[src/rtl/wb_modport.sv]
// Wishbone B4 pipelined register slice: two-entry skid buffer on the request path, registered response path.
// Define WB_MODPORT_ERR_EN to forward m_err_i as s_err_o; otherwise errors are folded into acks.
module wb_modport #(
    parameter int DATA_WIDTH      = 32,
    parameter int ADDR_WIDTH      = 32,
    parameter int GRANULARITY     = 8,
    parameter int MAX_OUTSTANDING = 4
) (
    input  logic                                clk_i,
    input  logic                                rst_i,
    input  logic [ADDR_WIDTH-1:0]               s_adr_i,
    input  logic [DATA_WIDTH-1:0]               s_dat_i,
    input  logic                                s_we_i,
    input  logic [DATA_WIDTH/GRANULARITY-1:0]   s_sel_i,
    input  logic                                s_stb_i,
    input  logic                                s_cyc_i,
    output logic [DATA_WIDTH-1:0]               s_dat_o,
    output logic                                s_ack_o,
    output logic                                s_err_o,
    output logic                                s_stall_o,
    output logic [ADDR_WIDTH-1:0]               m_adr_o,
    output logic [DATA_WIDTH-1:0]               m_dat_o,
    output logic                                m_we_o,
    output logic [DATA_WIDTH/GRANULARITY-1:0]   m_sel_o,
    output logic                                m_stb_o,
    output logic                                m_cyc_o,
    input  logic [DATA_WIDTH-1:0]               m_dat_i,
    input  logic                                m_ack_i,
    input  logic                                m_err_i,
    input  logic                                m_stall_i
);

    localparam int SEL_WIDTH = DATA_WIDTH / GRANULARITY;
    localparam logic [3:0] CNT_MAX = 4'(MAX_OUTSTANDING);

    if (GRANULARITY != 8 && GRANULARITY != 16 && GRANULARITY != 32) begin : g_bad_granularity
        $fatal(1, "wb_modport: GRANULARITY must be 8, 16 or 32");
    end
    if (MAX_OUTSTANDING < 1 || MAX_OUTSTANDING > 15) begin : g_bad_outstanding
        $fatal(1, "wb_modport: MAX_OUTSTANDING must be in 1..15");
    end

    logic                  out_valid;
    logic                  skid_valid;
    logic [ADDR_WIDTH-1:0] skid_adr;
    logic [DATA_WIDTH-1:0] skid_dat;
    logic                  skid_we;
    logic [SEL_WIDTH-1:0]  skid_sel;
    logic [3:0]            cnt;

    logic accept;
    logic issue;
    logic out_free;
    logic resp_valid;
    logic ack_in;
    logic err_in;

    assign m_stb_o    = out_valid && (cnt != CNT_MAX);
    assign issue      = m_stb_o && !m_stall_i;
    assign accept     = s_cyc_i && s_stb_i && !skid_valid;
    assign out_free   = !out_valid || issue;
    assign s_stall_o  = skid_valid;
    assign resp_valid = (m_ack_i || m_err_i) && (cnt != 4'd0);

`ifdef WB_MODPORT_ERR_EN
    assign ack_in = m_ack_i && !m_err_i;
    assign err_in = m_err_i;
`else
    assign ack_in = m_ack_i || m_err_i;
    assign err_in = 1'b0;
`endif

    // The skid entry always drains into the output register before a new request can.
    always_ff @(posedge clk_i or posedge rst_i) begin
        if (rst_i) begin
            out_valid  <= 1'b0;
            skid_valid <= 1'b0;
            m_adr_o    <= '0;
            m_dat_o    <= '0;
            m_we_o     <= 1'b0;
            m_sel_o    <= '0;
            skid_adr   <= '0;
            skid_dat   <= '0;
            skid_we    <= 1'b0;
            skid_sel   <= '0;
        end else if (!s_cyc_i) begin
            out_valid  <= 1'b0;
            skid_valid <= 1'b0;
        end else if (out_free) begin
            if (skid_valid) begin
                out_valid  <= 1'b1;
                skid_valid <= 1'b0;
                m_adr_o    <= skid_adr;
                m_dat_o    <= skid_dat;
                m_we_o     <= skid_we;
                m_sel_o    <= skid_sel;
            end else if (accept) begin
                out_valid <= 1'b1;
                m_adr_o   <= s_adr_i;
                m_dat_o   <= s_dat_i;
                m_we_o    <= s_we_i;
                m_sel_o   <= s_sel_i;
            end else begin
                out_valid <= 1'b0;
            end
        end else if (accept) begin
            skid_valid <= 1'b1;
            skid_adr   <= s_adr_i;
            skid_dat   <= s_dat_i;
            skid_we    <= s_we_i;
            skid_sel   <= s_sel_i;
        end
    end

    always_ff @(posedge clk_i or posedge rst_i) begin
        if (rst_i) begin
            cnt <= 4'd0;
        end else if (!s_cyc_i) begin
            cnt <= 4'd0;
        end else if (issue && !resp_valid) begin
            cnt <= cnt + 4'd1;
        end else if (!issue && resp_valid) begin
            cnt <= cnt - 4'd1;
        end
    end

    // Responses only pass while the upstream cycle is live and something is actually outstanding.
    always_ff @(posedge clk_i or posedge rst_i) begin
        if (rst_i) begin
            m_cyc_o <= 1'b0;
            s_ack_o <= 1'b0;
            s_err_o <= 1'b0;
            s_dat_o <= '0;
        end else begin
            m_cyc_o <= s_cyc_i;
            s_ack_o <= s_cyc_i && (cnt != 4'd0) && ack_in;
            s_err_o <= s_cyc_i && (cnt != 4'd0) && err_in;
            if (s_cyc_i && (cnt != 4'd0) && ack_in) begin
                s_dat_o <= m_dat_i;
            end
        end
    end

endmodule

[config.mk]
export PLATFORM = sky130hd
export DESIGN_NAME = wb_modport
export DESIGN_NICKNAME = d
export VERILOG_FILES = /design/src/rtl/wb_modport.sv
export SDC_FILE = /design/constraint.sdc
export NUM_CORES = 1
export LEC_CHECK = 0
export CORE_ASPECT_RATIO = 1.5
export CORE_UTILIZATION = 51
export CTS_CLUSTER_DIAMETER = 150
export DETAILED_ROUTE_END_ITERATION = 10
export HOLD_SLACK_MARGIN = 0.06
export PLACE_DENSITY = 0.87
export SETUP_SLACK_MARGIN = 0.5
export SYNTH_ARGS = -nofsm -noshare
export SYNTH_HDL_FRONTEND = slang
export SYNTH_SLANG_ARGS = --single-unit
[constraint.sdc]
create_clock -name clk_i -period 11 [get_ports clk_i]
set_input_delay 1.1 -clock clk_i [delete_from_list [all_inputs] [get_ports clk_i]]
set_output_delay 1.1 -clock clk_i [all_outputs]
set_load 0.02 [all_outputs]
==> summary.md <==
The number of buffers created by CTS was 17; the source-to-sink clock delay at the later pin of the worst-skew pair was 0.41 ns. The H-tree was split into 4 levels. For the final-layout setup total negative slack, the log shows 0 ns. The final layout contains 873 nets. Measured against its own limit, the worst slew margin works out to 30.22%. Once placement completed, the tool counted placed cells totaling 935.

The mapped netlist covers 0.007358 sq mm. The clock drives 178 sinks. In the final routed layout, each cell accounts on average for 17.15 microns.

Across every metal layer, demand over resource in global routing totals 23.30%. The number of antenna violations at the first check in global routing was 0; the layout cell share with drive strength beyond 1 was 18.60%. The logs give 0 for the post-cts resize count and 267.4 MHz for the maximum clock rate. Global routing finished with a remaining overflow of 0. The run gives 9.90 ns as the critical path data required time. Sequential elements use 60.53% of the synthesized area. In the routed design, unresolved DRC markers number 0.

The number of global-route vias before repair came out at 5525. Sorting the synthesized cells by area gives the leading types as sky130_fd_sc_hd__dfrtp_1 (61%), sky130_fd_sc_hd__mux2_2 (14%), sky130_fd_sc_hd__mux2i_1 (9.4%). Synthesis produced a netlist whose cell count is 562. For this run, the slowest stage of the critical path takes 0.76 ns. The clock tree root buffer cell is sky130_fd_sc_hd__clkbuf_16.

The arrival time at the worst endpoint came out at 2.64 ns. The count of port buffers added during placement works out to 212. The run finished with clean final reports. The run gives 0.7695 as the routability congestion estimate. The static leakage power came out at 0.004331 uW. The area of the core was 0.01406 sq mm; the number of vias in the routed layout was 5076. Overall power consumption after layout is estimated at 2428 uW. The DRC violation total after the first TritonRoute iteration is 124, and the height of the die is 149.1 microns. STA classifies the critical path endpoint as a primary output. For the maximum clock insertion buffer count, the log shows 2. The synthesis-to-layout area growth is 39.16%, and the worst setup skew after layout is 0.01108 ns.

Share of the cycle needed by the critical path after routing: 34.00%. The tools report the number of filler instances in the final layout as 967. Measured along the x axis, the die boundary spans 100.1 microns. The tools report the final hold violation count as 0. The worst hold path begins at m_sel_o[1]. Post-synthesis cell type count: 32. The critical path goes through buf_4, clkdlybuf4s50_1. The tools report the antenna diode count as 0.

After clock tree synthesis, the flow added hold-fix buffers numbering 0. The number of top-level pins is 214. The initial utilization of the core area, before any placement, comes to 52.34%. Via density per instance: 5.255.

The final layout contains routed wiring with a total length of 16560 microns. The first global-routing pass estimated 26880 microns of wire. Across the run, the number of max-cap violations was 0. Entering global routing, the biggest net connects 96 pins. Post-CTS setup-driven buffer insertion count: 0. Power spread over the standard cell area amounts to 237.1 mW/mm^2.

The startpoint identified for the worst register-to-register timing path is cnt[0]. The full die area came out at 0.01492 sq mm. The run gives 673 as the synthesized net count. Setup repair after global routing left no endpoint under its margin. In the final layout, flip-flops and latches occupy 0.004458 sq mm. In this run the worst hold path is classified as flop to flop.

The post-CTS clock slew at the launch and capture registers of the worst setup and hold paths is 0.06 ns. The fraction of post-synthesis cell area in the top cell type by area was 60.53%. The worst setup path is launched from a flop.

The number of warnings issued by yosys was 0. The post-route cell area was 0.01024 sq mm; the largest fanout on the critical path was 43. Setup violations remaining at the end of the flow were counted as 0. The most critical setup path has its startpoint at s_stall_o. The run gives 0 as the final-report max-slew violation count. The master of the slowest instance on the critical path is sky130_fd_sc_hd__dfrtp_4. The standard cell area after detailed placement is 0.009612 sq mm. The initialized floorplan defines 53 standard-cell rows. The tools report the HPWL after detailed placement as 11540 microns. TritonCTS built the clock tree. The multi-input combinational cells in the finished layout cover a total of 0.002730 sq mm. Counting flops and latches in the post-synthesis netlist gives 178. The largest total area in the synthesized netlist belongs to sky130_fd_sc_hd__dfrtp_1. For the pin with the worst max-slew slack, the measured transition is 1.047 ns. The count of nets left with antenna violations once routing finished came out at 0.

In this run the mean area of a mapped cell was 13.09 sq um. The worst setup path is of the flop to primary output kind. Subtracting the final worst setup slack from the clock period gives 3.740 ns. The iteration count of the initial detailed-routing pass was 5.

The worst-case IR drop observed on VDD is 143.2 uV. For this run, the number of standard cells in the final layout without fillers is 966.
-- cells in the mapped netlist (all sizes together) --
library cell	instances
a211oi	1
nor2	4
a21oi	2
xnor2	2
or3b	1
nor3	1
inv	7
nand2	71
conb	1
or4	2
dfrtp	178
clkbuf	20
nor3b	2
buf	15
mux2i	69
fa	1
nor2b	1
nand3b	1
mux2	101
nand2b	1
nor4b	1
o21ai	74
and2	1
a21o	1
nand3	2
ha	2
-- cells in the final DEF, fill, tap and decap left out, drive strengths merged --
master,netlist,layout
clkinvlp,0,2
xnor2,2,2
inv,7,12
nor3,1,1
ha,2,2
dfrtp,178,178
fa,1,1
mux2i,69,69
buf,15,4
clkinv,0,3
o21ai,74,74
clkbuf,20,17
a21oi,2,2
or3b,1,1
bufinv,0,4
nor4b,1,1
nand3,2,2
a21o,1,1
nand3b,1,1
conb,1,1
nor2,4,4
clkdlybuf4s50,0,212
or4,2,2
mux2,101,101
nand2,71,71
nor2b,1,1
a211oi,1,1
nor3b,2,2
and2,1,1
nand2b,1,1
-- critical path, delay by kind of cell, from the launching register on --
kind,cells,cell delay (ns)
flops,1,0.76
buf+inv,2,1.44
-- state kept, by name, indices dropped and copies added, names as in the netlist, 4 cells and up --
register  cells
m_adr_o      32
skid_adr     32
skid_dat     32
m_dat_o      32
s_dat_o      32
m_sel_o       4
skid_sel      4
cnt           4
-- cell type report --
| cell class | instances | area share, % |
|---|---|---|
| inverter | 7 | 0.3055 |
| clock inverter | 14 | 1.979 |
| multi-input combinational | 342 | 26.66 |
| tap | 192 | 2.346 |
| sequential | 178 | 43.54 |
| timing repair buffer | 216 | 21.02 |
| clock buffer | 17 | 4.154 |
-- kinds of logic (layout without fill, tap and decap cells) --
group | Yosys count | count (layout) | synth area share (%)
AO/OA/AOI/OAI | 78 | 78 | 5.424
adder cells (fa/ha/maj) | 3 | 3 | 0.6121
flip-flops | 178 | 178 | 60.53
buffers and inverters | 42 | 254 | 2.551
XOR/XNOR | 2 | 2 | 0.2381
other | 1 | 1 | 0.05096
multiplexers | 170 | 170 | 25.35
AND/OR/NAND/NOR | 88 | 88 | 5.237
-- layer usage --
metal  track usage, %  vias up  part of all wire (%)
li1                 -     2345                     -
met1            25.95     2530                    37
met2            41.72      172                    55
met3            5.904       29                   5.3
met4            10.29        0                   2.6
met5                0        -                     0
-- path summary, 6_finish.rpt --
path | endpoint | slack, ns | cells after the start
max | s_stall_o | 7.26 | 2
min | m_sel_o[1] | 0.49 | 2
max reg2reg | cnt[3] | 7.99 | 9
min reg2reg | m_sel_o[1] | 0.49 | 2
max in group asynchronous | s_stall_o | 8.12 | 3
min in group asynchronous | m_sel_o[1] | 1.25 | 2
-- where the power goes --
part           internal, uW  switching [uW]  total [uW]
combinational           425             353         778
clock                   384             256         640
sequential              877             133        1010
-- per-stage QoR --
step / hold WS, ns / util, % / setup slack [ns]
final: 0.4856 / 72.84 / 7.260
after detailed placement: 0.4737 / 68.37 / 7.227
after CTS: 0.4885 / 72.84 / 7.220
after global routing: 0.5005 / 72.84 / 7.157
after floorplan: 0.4791 / - / 5.070
after global placement: 0.4639 / 68.37 / 7.454
Power figures use the tool's default switching activity.
